### config.mk
export PLATFORM = sky130hd
export DESIGN_NAME = vc_fifo_bank
export DESIGN_NICKNAME = d
export VERILOG_FILES = /design/src/rtl/vc_fifo_bank.sv
export SDC_FILE = /design/constraint.sdc
export NUM_CORES = 1
export LEC_CHECK = 0
export CAP_MARGIN = 20
export CORE_MARGIN = 10
export CORE_UTILIZATION = 55
export DETAILED_ROUTE_END_ITERATION = 6
export GPL_TIMING_DRIVEN = 0
export PLACE_DENSITY = 0.71
export SLEW_MARGIN = 20
export SYNTH_ARGS = -nofsm -noshare
export SYNTH_HDL_FRONTEND = slang
export SYNTH_SLANG_ARGS = --single-unit
### constraint.sdc
create_clock -name clk -period 4.69 [get_ports clk]
set_input_delay 0.938 -clock clk [delete_from_list [all_inputs] [get_ports clk]]
set_output_delay 0.938 -clock clk [all_outputs]
set_load 0.05 [all_outputs]
### src/rtl/vc_fifo_bank.sv
// vc_fifo_bank: NCH independent FIFOs sharing one write and one read port, with per-channel thresholds, flags and sticky errors.
// Define VC_FIFO_BANK_OCC_EN to add the packed per-channel occupancy output.
module vc_fifo_bank #(
    parameter int BW  = 6,
    parameter int LEN = 4,
    parameter int NCH = 4,
    parameter int CHW = 2
) (
    input  logic                 clk,
    input  logic                 reset_L,
    input  logic                 wr,
    input  logic [CHW-1:0]       wr_ch,
    input  logic [BW-1:0]        data_in,
    input  logic                 rd,
    input  logic [CHW-1:0]       rd_ch,
    input  logic [NCH*LEN-1:0]   umbral_bajo,
    input  logic [NCH*LEN-1:0]   umbral_alto,
    output logic [BW-1:0]        data_out,
    output logic                 out_valid,
    output logic [CHW-1:0]       out_ch,
    output logic [NCH-1:0]       full,
    output logic [NCH-1:0]       empty,
    output logic [NCH-1:0]       almost_full,
    output logic [NCH-1:0]       almost_empty,
    output logic [NCH-1:0]       error,
`ifdef VC_FIFO_BANK_OCC_EN
    output logic [NCH*(LEN+1)-1:0] occupancy,
`endif
    output logic                 pause
);
    localparam int DEPTH = 2**LEN;
    logic [NCH-1:0] rok;
    logic [BW-1:0]  rdata [NCH];
    logic [BW-1:0]  rword;
    for (genvar i = 0; i < NCH; i++) begin : g_ch
        localparam logic [CHW-1:0] ID = CHW'(i);
        logic [BW-1:0]  mem [DEPTH];
        logic [LEN-1:0] wptr, rptr;
        logic [LEN:0]   cnt;
        logic           wsel, rsel, wok, err;
        assign wsel            = wr && wr_ch == ID;
        assign rsel            = rd && rd_ch == ID;
        assign full[i]         = cnt == (LEN+1)'(DEPTH);
        assign empty[i]        = cnt == '0;
        assign rok[i]          = rsel && !empty[i];
        // a same-channel pop frees a slot this cycle, so a full channel still accepts the write
        assign wok             = wsel && (!full[i] || rok[i]);
        assign almost_full[i]  = cnt >= {1'b0, umbral_alto[i*LEN +: LEN]};
        assign almost_empty[i] = cnt <= {1'b0, umbral_bajo[i*LEN +: LEN]};
        assign rdata[i]        = mem[rptr];
        assign error[i]        = err;
`ifdef VC_FIFO_BANK_OCC_EN
        assign occupancy[i*(LEN+1) +: LEN+1] = cnt;
`endif
        always_ff @(posedge clk)
            if (reset_L && wok) mem[wptr] <= data_in;
        always_ff @(posedge clk)
            if (!reset_L) begin
                wptr <= '0;
                rptr <= '0;
                cnt  <= '0;
                err  <= 1'b0;
            end else begin
                if (wok) wptr <= wptr + LEN'(1);
                if (rok[i]) rptr <= rptr + LEN'(1);
                cnt <= cnt + (LEN+1)'(wok) - (LEN+1)'(rok[i]);
                err <= err | (wsel && !wok) | (rsel && empty[i]);
            end
    end
    assign pause = |almost_full;
    always_comb begin
        rword = '0;
        for (int k = 0; k < NCH; k++) rword = rok[k] ? rdata[k] : rword;
    end
    always_ff @(posedge clk)
        if (!reset_L) begin
            data_out  <= '0;
            out_valid <= 1'b0;
            out_ch    <= '0;
        end else begin
            out_valid <= |rok;
            if (|rok) begin
                data_out <= rword;
                out_ch   <= rd_ch;
            end
        end
endmodule
== Word-level counts from Yosys, hierarchy flattened ==
Memories as Yosys holds them, arrays and structs flattened. A register that Yosys moved wholly into a read port is not among the register bits.
Index checks and enable logic that the tools add are counted.

* Bits in registers: 65
* Bits in writable memories: 384
* Input bits: 46
* Output and inout bits: 30
* Memories kept: 4

* Add/sub/neg operators: 16
* $lt $le $gt $ge: 8
* Equal/unequal tests: 10
* Muxes and demuxes: 20
* Bitwise gates (word level): 8
* Reduce and logical (&&, ||, !) cells: 52

{| class="wikitable"
|+ Memories
! name !! words !! bits a word !! rd ports !! clocked after memory_dff !! wr ports !! RTL line !! text
|-
| g_ch[0].mem || 16 || 6 || 1 || 1 || 1 || 37 || <nowiki>logic [BW-1:0] mem [DEPTH];</nowiki>
|-
| g_ch[1].mem || 16 || 6 || 1 || 1 || 1 || 37 ||
|-
| g_ch[2].mem || 16 || 6 || 1 || 1 || 1 || 37 ||
|-
| g_ch[3].mem || 16 || 6 || 1 || 1 || 1 || 37 ||
|}

{| class="wikitable"
|+ Operators by type and width
! kind !! count
|-
| $add 4x1->4 const B || 8
|-
| $mux 4 || 8
|-
| $logic_and 1x1->1 || 28
|-
| $mux 6 || 4
|-
| $add 5x1->5 || 4
|-
| $eq 5x5->1 const B || 4
|-
| $ge 5x4->1 || 4
|-
| $le 5x4->1 || 4
|-
| $logic_not 5->1 || 4
|-
| $sub 5x1->5 || 4
|-
| $logic_not 1->1 || 12
|-
| $eq 2x2->1 const B || 4
|-
| $mux 1 || 8
|-
| $or 1x1->1 || 8
|-
| $reduce_or 4->1 || 2
|-
| $eq 2x1->1 const B || 2
|-
| $logic_not 2->1 || 2
|-
| $logic_or 1x1->1 || 4
|}

== Depth between registers and ports, before layout ==
* Word-level depth: 9
* Gate-level depth with buffers: 15
* Depth with buffers taken out: 15

== Worst setup path before layout ==
Ideal clock, no wire load.

* Path type: flip-flop to flip-flop
* Start point: register g_ch[2].cnt[3]
* End point: register g_ch[2].cnt[4]
* Library setup time: 0.116 ns
* Arrival time: 4.212 ns
* Required time: 4.574 ns
* Setup slack: 0.362 ns
* Cell stages (with the launch flop): 14
* Path buffers: 1
* Period minus slack after synthesis: 4.328 ns
* Cell sequence: dfxtp_1 inv_1 ha_1 nor4b_1 nor2_1 clkbuf_1 nand2_1 nand2_1 ha_1 fa_1 a21oi_1 nor2_1 or3_1 and3_1

* Longest elaborated chain between the ends: 7
* Elaborated cells on any way between the ends: 9
* Classes of those cells: add/sub (2); eq/ne (1); reduce/logical (6)

{| class="wikitable"
|+ Ends and longest elaborated chain
! item !! RTL line !! text
|-
| start: declaration || 39 || <nowiki>logic [LEN:0] cnt;</nowiki>
|-
| start signal: assignment || 66 || <nowiki>cnt <= cnt + (LEN+1)'(wok) - (LEN+1)'(rok[i]);</nowiki>
|-
| $logic_not 5->1 * || 44 || <nowiki>assign empty[i] = cnt == '0;</nowiki>
|-
| net empty[2] || 22 || <nowiki>output logic [NCH-1:0] empty,</nowiki>
|-
| $logic_not 1->1 * || 45 || <nowiki>assign rok[i] = rsel && !empty[i];</nowiki>
|-
| $logic_and 1x1->1 * || 45 ||
|-
| $logic_or 1x1->1 || 47 || <nowiki>assign wok = wsel && (!full[i] || rok[i]);</nowiki>
|-
| $logic_and 1x1->1 || 47 ||
|-
| $add 5x1->5 || 66 ||
|-
| $sub 5x1->5 * || 66 ||
|}

Mark *: on every way through the listed nets, which the timed path passes. The rest lies on a longest branch.
A chain may end at the register's enable or synchronous reset.

== Worst setup path in the final report ==
* Start point: input port umbral_alto[4]
* End point: output port pause

* Longest elaborated chain between the ends: 2

{| class="wikitable"
|+ Ends and longest elaborated chain
! item !! RTL line !! text
|-
| start: declaration || 17 || <nowiki>input logic [NCH*LEN-1:0] umbral_alto,</nowiki>
|-
| $ge 5x4->1 || 48 || <nowiki>assign almost_full[i] = cnt >= {1'b0, umbral_alto[i*LEN +: LEN]};</nowiki>
|-
| $reduce_or 4->1 || 70 || <nowiki>assign pause = |almost_full;</nowiki>
|-
| end: declaration || 29 || <nowiki>output logic pause</nowiki>
|}

Every way passes these cells.

==> run summary <==
The width of the chip came out at 210 um. The pin count of the biggest net entering global routing is 45. The share of layout cells above drive strength 1 was 17.6%; the initial core utilization was 55.7%.

Together, buffers and inverters on the worst path number 2. The tools report the beginning of the worst hold path as g_ch[2].err$_SDFF_PN0_. Dominant register cell in the synthesized netlist: sky130_fd_sc_hd__edfxtp_1.

Global routing used 19.0% of the available tracks. The run gives 7.65 nW as the leakage power summed over all cells. The clock arrives with 0.0161 ns of skew. The number of unique standard cell types used by synthesis is 62, and the H-tree level count is 2. For the number of CTS-inserted buffers, the log shows 47. The number of antenna violations at the first check in global routing is 0.

By startpoint and endpoint, the worst setup path is classified as in -> out. The final route contains 10700 vias. The I/O pin total is 76, and the average wire per standard cell is 22.5 um. Clock-pin slew was measured on the worst setup and hold paths at 0.06 ns.

Compared with the post-synthesis result, the final layout area differs by 14.9%. The floorplan die height came out at 210 um. After detailed routing, the number of vias per cell comes to 5.79. The routed design could run at a clock period as short as 4.60 ns. Once detail routing completed, the nets flagged for antenna violations numbered 0. Broken down by cell family, the worst path's largest delay share belongs to buffers and inverters. The worst setup path is captured at an output pin. Number of hold violations in the final report: 0.

For this run, the share of the core covered by cells in the final layout is 64.0%. The total standard cell area after synthesis is 19800 sq um, and the layout net count is 1467. The run gives 0 as the antenna diode instance count. The synthesized instance count came out at 1213. The post-detailed-placement half-perimeter wirelength was 29200 um. The run finished with clean final reports.

Counting along the longest clock path gives a buffer depth of 3. The first TritonRoute pass finished after 5 iterations. The tools report the DRC violation count after routing as 0. In this run, synthesis inferred 384 flip-flops with an integrated enable. The synthesized design spends more area on one cell type than any other, namely sky130_fd_sc_hd__edfxtp_1.

Summed over all layers, the global routing overflow is 0. The critical path starts at umbral_alto[4]. The logs give 0 for the final setup violation count and 0 for the buffers inserted during post-CTS setup optimization.

Worst hold path class: reg -> reg. In the post-synthesis netlist, the biggest area contributors are sky130_fd_sc_hd__edfxtp_1, sky130_fd_sc_hd__mux4_2, sky130_fd_sc_hd__dfxtp_1. The post-synthesis async set-or-reset flop share was 0%; the count of fill cells added during filler insertion was 2546. The startpoint type of the worst setup path is a primary input. Data on the critical path is required at its endpoint by 3.75 ns.

Total die area: 44000 sq um. TritonCTS built the clock tree. Count of port buffers added during placement: 75. The number of nets handed over by synthesis was 1337.

The root buffer cell was sky130_fd_sc_hd__clkbuf_16. The number of hold buffers added after CTS was 0. The logs give 30.2% for the global routing met2 resource utilization and 0.58 ns for the latest clock arrival within the worst-skew pair. The sequential element share of the synthesized area is 66.3%, and the final setup TNS is 0 ns.

Setup repair after global routing left no endpoint under its margin. The post-route cell area was 22800 sq um. The critical path goes through clkdlybuf4s50_1 > ha_1 > nand2b_1 > a21o_1 > a21o_1 > a211o_1 > or4_1 > clkdlybuf4s50_1.

The share of the clock period used by the worst path works out to 98.1%. During synthesis, Yosys emitted a total of 0 warnings. The startpoint identified for the worst register-to-register timing path is g_ch[2].cnt[2]$_SDFF_PN0_. The slew at the pin closest to its max-slew limit works out to 0.941 ns. For this design, the sink count on the clock tree is 465. The number of placement rows came out at 69.

Number of max-slew violations in the final report: 0. The global routing stage identified its most utilized layer as met2. The logs give 3.03% for the met3 track utilization from global routing and 36.8% for the headroom to the max-slew limit. The run gives 0.510 mV as the worst ir drop on vdd. Timing would allow up to 217 MHz. At the worst endpoint, the arrival time is 3.66 ns. The top-area cell type share of the netlist area came out at 58.2%. In this run, synthesis produced a sequential element count of 465. Each instance of the synthesized netlist takes up on average 16.3 sq um. The total power density per cell area works out to 460 nW/um^2. In this run, the number of DRC markers left after iteration 0 of detailed routing was 899. The cell area reported after detailed placement is 21200 sq um, and the global routing usage on met1 is 27.1%. The run gives 10900 as the via count of the first global-routing pass.

The run gives 65000 um as the global-route wire length before repair. Along the worst path, the maximum fanout reaches 2. The largest stage delay on the critical path is 0.72 ns. For this block, the routed nets add up to 41500 um of wire. The tools report the count of cells resized by post-cts repair as 0. The total design power was 10.5 mW. Among all stages on the critical path, the largest delay is contributed by sky130_fd_sc_hd__clkdlybuf4s50_1. For the placeable core region, the log shows 35600 sq um. The tools report the max-cap check violation count as 0. Routability-driven placement finished with a final weighted congestion of 0.833.
==> Yosys cell counts, types with 6 or more instances <==
| library cell | instances |
|---|---|
| sky130_fd_sc_hd__nand2b_1 | 10 |
| sky130_fd_sc_hd__nor4_1 | 6 |
| sky130_fd_sc_hd__nand3_1 | 11 |
| sky130_fd_sc_hd__o21ai_0 | 13 |
| sky130_fd_sc_hd__xor2_1 | 12 |
| sky130_fd_sc_hd__edfxtp_1 | 384 |
| sky130_fd_sc_hd__xnor2_1 | 24 |
| sky130_fd_sc_hd__clkbuf_1 | 16 |
| sky130_fd_sc_hd__nand3b_1 | 11 |
| sky130_fd_sc_hd__nor2b_1 | 25 |
| sky130_fd_sc_hd__mux4_2 | 88 |
| sky130_fd_sc_hd__and2_1 | 41 |
| sky130_fd_sc_hd__mux2i_1 | 34 |
| sky130_fd_sc_hd__a22o_1 | 10 |
| sky130_fd_sc_hd__nand4_1 | 12 |
| sky130_fd_sc_hd__nor2_1 | 77 |
| sky130_fd_sc_hd__nor3_1 | 16 |
| sky130_fd_sc_hd__inv_1 | 65 |
| sky130_fd_sc_hd__ha_1 | 74 |
| sky130_fd_sc_hd__a21oi_1 | 21 |
| sky130_fd_sc_hd__a21o_1 | 12 |
| sky130_fd_sc_hd__buf_4 | 13 |
| sky130_fd_sc_hd__nand2_1 | 31 |
| sky130_fd_sc_hd__buf_2 | 18 |
| sky130_fd_sc_hd__o221ai_1 | 10 |
| sky130_fd_sc_hd__mux2_2 | 16 |
| sky130_fd_sc_hd__dfxtp_1 | 81 |
==> power breakdown <==
part           total [mW]  switching (mW)  internal [mW]
registers            4.69           0.116           4.57
clock network        3.72            1.55           2.17
logic                2.06            1.23          0.828
total                10.5            2.90           7.57
==> cell type report <==
cell class / count / area, sq um / area share (%)
clock inverters: 29 / 299 / 1.31
clock buffers: 58 / 1240 / 5.43
flip-flops and latches: 465 / 13200 / 57.7
well taps: 461 / 577 / 2.53
inverters: 66 / 253 / 1.11
plain buffers: 52 / 297 / 1.30
repair buffers: 81 / 841 / 3.69
multi-input cells: 630 / 6130 / 26.9
==> state kept, by name, indices dropped and copies added, names as in the netlist, named ones only <==
| name | cells |
|---|---|
| g_ch.rptr | 16 |
| g_ch.wptr | 16 |
| g_ch.err | 4 |
| g_ch.mem | 384 |
| out_ch | 2 |
| out_valid | 1 |
| g_ch.cnt | 20 |
| data_out | 6 |
==> cells in the final DEF, fill, tap and decap left out, types with 11 or more instances in the layout <==
cell type                         instances
sky130_fd_sc_hd__mux2_2                  16
sky130_fd_sc_hd__edfxtp_1               384
sky130_fd_sc_hd__nor3_1                  16
sky130_fd_sc_hd__mux2i_1                 34
sky130_fd_sc_hd__buf_2                   24
sky130_fd_sc_hd__nor2_1                  77
sky130_fd_sc_hd__clkinv_1                11
sky130_fd_sc_hd__nand4_1                 12
sky130_fd_sc_hd__dfxtp_1                 81
sky130_fd_sc_hd__xor2_1                  12
sky130_fd_sc_hd__nor2b_1                 25
sky130_fd_sc_hd__clkbuf_1                25
sky130_fd_sc_hd__a21o_1                  12
sky130_fd_sc_hd__and2_1                  41
sky130_fd_sc_hd__mux4_2                  88
sky130_fd_sc_hd__nand3b_1                11
sky130_fd_sc_hd__a21oi_1                 21
sky130_fd_sc_hd__nand3_1                 11
sky130_fd_sc_hd__buf_4                   13
sky130_fd_sc_hd__inv_1                   65
sky130_fd_sc_hd__ha_1                    74
sky130_fd_sc_hd__nand2_1                 31
sky130_fd_sc_hd__xnor2_1                 24
sky130_fd_sc_hd__clkdlybuf4s50_1         69
sky130_fd_sc_hd__clkbuf_16               47
sky130_fd_sc_hd__o21ai_0                 13
==> final timing paths <==
| path | endpoint | slack, ns | cells past startpoint |
|---|---|---|---|
| max | pause | 0.09 | 8 |
| min | g_ch[2].err$_SDFF_PN0_ | 0.49 | 2 |
| max reg2reg | g_ch[2].cnt[4]$_SDFF_PN0_ | 1.11 | 13 |
| min reg2reg | g_ch[2].err$_SDFF_PN0_ | 0.49 | 2 |
==> worst register-to-register path: cells and delay by family, from the launching register on <==
kind / cells / cell delay (ns)
AOI/OAI and AO/OA: 1 / 0.14
buffers and inverters: 2 / 0.43
adders and majority gates: 3 / 0.78
DFF: 1 / 0.35
and+or+nand+nor: 7 / 1.77
==> stage by stage <==
stage,hold slack [ns],cells,setup slack (ns)
2_1_floorplan,0.442,1213,0.362
3_3_place_gp,0.476,1749,0.101
3_5_place_dp,0.484,1755,0.0971
4_1_cts,0.500,1842,0.0869
5_1_grt,0.535,1842,0.00934
6_report,0.493,1842,0.0901
==> cell families (layout without fill, tap and decap cells) <==
logic type      after synthesis  after routing  synth area share [%]
simple gates                274            274                  7.68
compound gates              104            104                  3.93
xor+xnor                     36             36                  1.59
fa+ha+maj                    78             78                  5.07
flops                       465            465                  66.3
buf+inv                     118            286                  2.77
mux                         138            138                  12.6
==> per-layer routing <==
metal / routed length [um] / vias up
li1: - / 4915
met1: 18600 / 5380
met2: 19700 / 317
met3: 2320 / 57
met4: 784 / 0
met5: 0 / -
Power figures use the tool's default switching activity.
